$ cat src/rtl/hazard_stall_unit.sv
// Decode-stage hazard detector: per-register pending scoreboard, multiplier
// busy tracking, stall/bubble/flush generation and a saturating stall counter.
module hazard_stall_unit #(
   parameter int LOAD_LAT = 1,
   parameter int MUL_LAT  = 3
) (
   input  logic        clk,
   input  logic        rst,
   input  logic        D_valid,
   input  logic [4:0]  D_rs,
   input  logic [4:0]  D_rt,
   input  logic        D_usesRs,
   input  logic        D_usesRt,
   input  logic [4:0]  D_rd,
   input  logic        D_regWrite,
   input  logic        D_memRead,
   input  logic        D_mul,
   input  logic        X_branchTaken,
   output logic        stall,
   output logic        bubble,
   output logic        flush,
   output logic [15:0] stallCount
);

   localparam logic [1:0] LOAD_V = 2'(LOAD_LAT);
   localparam logic [1:0] MUL_V  = 2'(MUL_LAT);

   logic [1:0]  pend_q [32];
   logic [1:0]  pend_d [32];
   logic [1:0]  mul_busy_q, mul_busy_d;
   logic [15:0] stall_cnt_q, stall_cnt_d;
   logic        raw, waw, strc, issue;

   always_comb begin
      raw = D_valid &&
            ((D_usesRs && (pend_q[D_rs] != 2'd0)) ||
             (D_usesRt && (pend_q[D_rt] != 2'd0)));
      waw = D_valid && D_regWrite && (D_rd != 5'd0) &&
            (pend_q[D_rd] != 2'd0);
      strc = D_valid && D_mul && (mul_busy_q != 2'd0);
      stall = (raw || waw || strc) && !X_branchTaken;
      bubble = stall || X_branchTaken;
      flush = X_branchTaken;
      issue = D_valid && !stall && !X_branchTaken;
   end

   always_comb begin
      for (int i = 0; i < 32; i++) begin
         pend_d[i] = (pend_q[i] != 2'd0) ? pend_q[i] - 2'd1 : 2'd0;
      end
      // Issue overrides the decrement of the destination entry
      if (issue && D_regWrite && (D_rd != 5'd0)) begin
         if (D_mul) pend_d[D_rd] = MUL_V;
         else if (D_memRead) pend_d[D_rd] = LOAD_V;
         else pend_d[D_rd] = 2'd0;
      end
      pend_d[0] = 2'd0;
      mul_busy_d = (mul_busy_q != 2'd0) ? mul_busy_q - 2'd1 : 2'd0;
      if (issue && D_mul) mul_busy_d = MUL_V;
      stall_cnt_d = stall_cnt_q;
      if (stall && (stall_cnt_q != 16'hFFFF)) begin
         stall_cnt_d = stall_cnt_q + 16'd1;
      end
   end

   always_ff @(posedge clk or posedge rst) begin
      if (rst) begin
         for (int i = 0; i < 32; i++) pend_q[i] <= 2'd0;
         mul_busy_q  <= 2'd0;
         stall_cnt_q <= 16'd0;
      end else begin
         for (int i = 0; i < 32; i++) pend_q[i] <= pend_d[i];
         mul_busy_q  <= mul_busy_d;
         stall_cnt_q <= stall_cnt_d;
      end
   end

   assign stallCount = stall_cnt_q;

endmodule

$ cat config.mk
export PLATFORM = sky130hd
export DESIGN_NAME = hazard_stall_unit
export DESIGN_NICKNAME = d
export VERILOG_FILES = /design/src/rtl/hazard_stall_unit.sv
export SDC_FILE = /design/constraint.sdc
export NUM_CORES = 1
export LEC_CHECK = 0
export ABC_AREA = 1
export BUFFER_PORTS_ARGS = -buffer_cell sky130_fd_sc_hd__buf_2
export CELL_PAD_IN_SITES_DETAIL_PLACEMENT = 0
export CELL_PAD_IN_SITES_GLOBAL_PLACEMENT = 1
export CORE_ASPECT_RATIO = 1.75
export CORE_MARGIN = 2
export CORE_UTILIZATION = 45
export DETAILED_ROUTE_END_ITERATION = 10
export GPL_ROUTABILITY_DRIVEN = 1
export PLACE_DENSITY_LB_ADDON = 0.1
export SYNTH_ARGS = -nofsm -noshare
export SYNTH_HDL_FRONTEND = slang
export SYNTH_SLANG_ARGS = --single-unit
$ cat constraint.sdc
create_clock -name clk -period 7.6 [get_ports clk]
set_input_delay 1.14 -clock clk [delete_from_list [all_inputs] [get_ports clk]]
set_output_delay 1.14 -clock clk [all_outputs]
set_load 0.005 [all_outputs]
* Yosys cells after proc, flatten, opt, wreduce, memory -nomap -nowiden *
Index checks and enable logic that the tools add are counted.

cells by class
  multiplexer cells = 47
  $add $sub $neg = 33
  bitwise gates (word level) = 9
  equal/unequal tests = 1
  magnitude comparators = 4
  reductions and logical operators = 58

operators with widths
  kind                                                                          count
  62-bit 2-to-1 mux                                                             3
  2-bit 2-to-1 mux                                                              40
  2-bit nonzero test                                                            35
  2-bit by 1-bit subtractor with 2-bit output, second input constant            32
  62-bit AND                                                                    1
  62-bit inverter                                                               1
  62-bit OR                                                                     1
  31-bit AND                                                                    1
  31-bit inverter                                                               1
  31-bit OR                                                                     1
  2-bit binary-select mux with 5-bit select                                     3
  6-bit greater-or-equal comparator, second input constant                      3
  5-bit inverter with 6-bit output                                              3
  16-bit by 1-bit adder with 16-bit output, second input constant               1
  1-bit logical AND                                                             16
  16-bit != test, second input constant                                         1
  2-bit demux with 5-bit select                                                 1
  6-bit by 1-bit less-than comparator with 1-bit output, second input constant  1
  5-bit nonzero test                                                            1
  1-bit logical OR                                                              4
  1-bit zero test                                                               2

word-level totals
  flip-flop bits (word level) = 80
  input port bits = 24
  output and inout port bits = 19
  word-level logic and storage cells = 185

* Longest topological paths before layout *
  word-level depth = 17
  gate-level depth with buffers = 17
  mapped depth without buffers = 16

* Worst setup path after synthesis *
OpenSTA, ideal clock, no wires.

  path kind = input-to-output
  start point = input port D_rd[4]
  end point = output port bubble
  arrival = 2.307 ns
  path buffers = 1
  stages on the path = 11
  data required time = 6.460 ns
  slack = 4.153 ns
  path through = nor2_1 inv_1 nor2_1 inv_1 o211ai_1 inv_2 nand2_1 nand2_2 a21oi_4 buf_2 nand2_1

on the way
  word-level cells in the longest chain between the ends = 10
  elaborated cells on any way between the ends = 12
  those cells by class = 3 x mux; 1 x bitwise; 8 x reduce/logical

RTL lines
  what                                                    RTL line  RTL
  from (decl)                                             14        input logic [4:0] D_rd,
  5-bit inverter with 6-bit output (not written as such)  39        (pend_q[D_rd] != 2'd0);
  2-bit binary-select mux with 5-bit select               39
  2-bit 2-to-1 mux (not written as such) (2 in series)    39
  2-bit nonzero test                                      39
  1-bit logical AND *                                     38        waw = D_valid && D_regWrite && (D_rd != 5'd0) &&
  1-bit logical OR * (2 in series)                        41        stall = (raw || waw || strc) && !X_branchTaken;
  1-bit logical AND *                                     41
  1-bit logical OR *                                      42        bubble = stall || X_branchTaken;
  to (decl)                                               20        output logic bubble,

Mark *: on every way between the ends. The rest lies on a longest branch, timed or not. The select of a mux whose other input is x is not followed.

* Worst setup path in the final report *
  start point = input port D_rd[1]
  end point = output port bubble

The elaborated chain is that of the path after synthesis.

==> impl_metrics.json <==
{
  "port-buffer-count": 42,
  "hold_violations": 0,
  "cp_max_fo": 63,
  "drt-pass1-iter-count": 7,
  "clk_pin_slew_ns": 0.07,
  "ctsResizeCount": 0,
  "p_leak_nw": 3.762,
  "die_w_um": 94.81,
  "grt_pass1_wl_um": 33430,
  "drive_above_1_share_pct": 10.15,
  "drtIter0Drc": 399,
  "drt-total-wl_um": 20840,
  "clock_sinks": 80,
  "r2r_slack_ns": 4.66,
  "dpl_cell_area_um2": 6656,
  "ir_worst_vdd_mv": 0.1050,
  "worst_pin_slew_ns": 1.112,
  "synth_fp_nets": 1037,
  "vias_per_cell": 5.521,
  "yosys.area.top_type": "dfrtp_1",
  "ys_ff_latch": 80,
  "fin_crit_ns": 4.610,
  "rsz0062_at_grt": "no",
  "overflow": 0,
  "die_area_um2": 15440,
  "multi_input_area_um2": 3749,
  "cts_root_buffer": "clkbuf_16",
  "gp_congestion": 0.9533,
  "crit_path_start_kind": "input port",
  "grt_max_degree": 64,
  "ctsHoldBuffers": 0,
  "grt_use_total_pct": 27.85,
  "hold_path.class": "reg -> reg",
  "p_per_area_nw_per_um2": 157.7,
  "synthMuxAreaShare_pct": 4.778,
  "skew_ns": 0.01602,
  "syn-cell-area_um2": 6494,
  "synth_fa_ha_area_share_pct": 0.1927,
  "synth_simple_gate_area_share_pct": 42.56,
  "place.detailed.hpwl_um": 14290,
  "synth_top_area_share_pct": 30.83,
  "ys_types": 36,
  "start_util_pct": 45.65,
  "cts_tree": "done",
  "antenna_found_initial": 0,
  "ios": 43,
  "vias": 6653,
  "drv_slew": 0,
  "drc": 0,
  "num-nets-final": 1045,
  "synth_warnings": 0,
  "core-area_um2": 14220,
  "yosys-top-cells-area": "dfrtp_1, nand2_1, nand4_1",
  "min_period_over_period_pct": 60.66,
  "holdWs_ns": 0.5118,
  "diodes": 0,
  "worstPathRequired_ns": 6.46,
  "setup_tns_ns": 0,
  "syn_to_final_growth_pct": 7.168,
  "final-setup-viol-count": 0,
  "wl_per_cell_um": 17.29,
  "synth_top_family_by_area": "simple AND/OR/NAND/NOR gates",
  "slew_headroom_pct": 25.71,
  "synth-compound-area-share_pct": 8.304,
  "crit_arrival_ns": 3.47,
  "regArea_um2": 2002,
  "cts_buffer_depth": 2,
  "num_rows": 58,
  "numCtsBuffers": 9,
  "maxCapViolCount": 0,
  "worst_setup_path_end_kind": "primary output",
  "critPathKind": "in -> out",
  "status": "finished, final reports clean",
  "die_y_um": 162.9,
  "synth_cells": 1012,
  "first_global_vias": 6428,
  "cts_max_level": 3,
  "ys_seq_area_share_pct": 30.83,
  "fmax_mhz": 216.9,
  "drtAntennaViolNets": 0,
  "clk_latency_ns": 0.35,
  "post_cts_buffers": 0,
  "synth_xor_area_share_pct": 1.888,
  "syn_avg_cell_area_um2": 6.417,
  "final_cell_area_um2": 6959,
  "fill_cells": 1519
}
-- final cells by class --
cell class / instances / area share [%]
clock buffers: 9 / 3.236
multi-input cells: 767 / 53.87
flip-flops and latches: 80 / 28.77
repair buffers: 47 / 3.560
inverters: 115 / 6.221
clock inverters: 7 / 1.115
well taps: 180 / 3.236
-- cell families after synthesis --
logic type,after synthesis
adders and majority gates,1
and+or+nand+nor,619
AOI/OAI and AO/OA,102
buffers and inverters,165
muxes,31
DFF,80
xor gates and xnor gates,14
-- registers in the layout, indices dropped and copies added, names as in the netlist --
name / flops
stallCount: 16
pend_q: 62
mul_busy_q: 2
-- critical path, stage by stage --
cell and delay [ns]:
buf_2 0.14, inv_2 0.04, nand2_2 0.31, inv_2 0.13, nand2_1 0.08, o21ai_1 0.06, o21ai_1 0.15, nand2_1 0.10
nor2_1 0.09, nand3_1 0.09, nand2_1 0.09, nand2_2 0.07, a21oi_4 0.14, buf_4 0.59, nand2_1 0.09, buf_2 0.15
-- stage by stage --
stage               total power, mW  instances  setup WS [ns]  util, %
finish                        1.098       1205          2.990    48.93
global route                  1.141       1205          2.718    48.93
CTS                           1.105       1205          3.001    48.93
detailed placement           0.6386       1189          2.997    46.80
global placement             0.6368       1189          3.058    46.80
floorplan                    0.5830       1012          4.153        -
-- cells in the mapped netlist, drive strengths merged --
master	n
nand3b	1
nand3	45
nand4	85
nor2	128
or3	1
ha	1
dfrtp	80
clkinv	1
inv	114
mux2i	31
o22ai	4
o21ai	77
o211ai	3
and2	1
nand2	323
xor2	10
or2	1
clkbuf	27
o31ai	2
nor4	2
buf	23
a21oi	16
nor3	32
xnor2	4
-- report_power, final --
part / switching, mW / total (mW) / internal, mW
Sequential: 0.0157 / 0.452 / 0.436
Combinational: 0.130 / 0.177 / 0.0477
Clock: 0.208 / 0.468 / 0.260
-- path summary, 6_finish.rpt --
| check | endpoint | startpoint | depth (start not counted) |
|---|---|---|---|
| hold reg to reg | mul_busy_q[0] | mul_busy_q[1] | 2 |
| setup / recovery | bubble | D_rd[1] | 16 |
| setup reg to reg | pend_q[6] | pend_q[60] | 12 |
| max in group asynchronous | pend_q[14] | rst | 3 |
| min in group asynchronous | pend_q[60] | rst | 2 |
| hold / removal | mul_busy_q[0] | mul_busy_q[1] | 2 |
-- routing by layer --
metal	up-vias	global-route usage, %	wire (µm)
met5	-	0	0
met4	0	10.74	644
met3	40	3.239	785
met2	175	49.42	10890
met1	3119	33.78	8515
li1	3319	-	-
-- placed cells by master, fill, tap and decap left out, types with 3 or more instances in the layout --
master,n
inv_1,101
inv_2,12
nand3_2,3
mux2i_1,31
nand3_1,41
dfrtp_1,80
inv_6,3
o21ai_1,5
nand2_1,307
nand4_1,84
nand2_2,14
nor3_1,32
clkbuf_16,9
buf_2,42
buf_4,5
nor2_1,124
o211ai_1,3
clkinv_2,3
xor2_1,10
xnor2_1,4
a21oi_1,15
o21ai_0,72
o22ai_1,4
(Power assumes the default switching activity.)
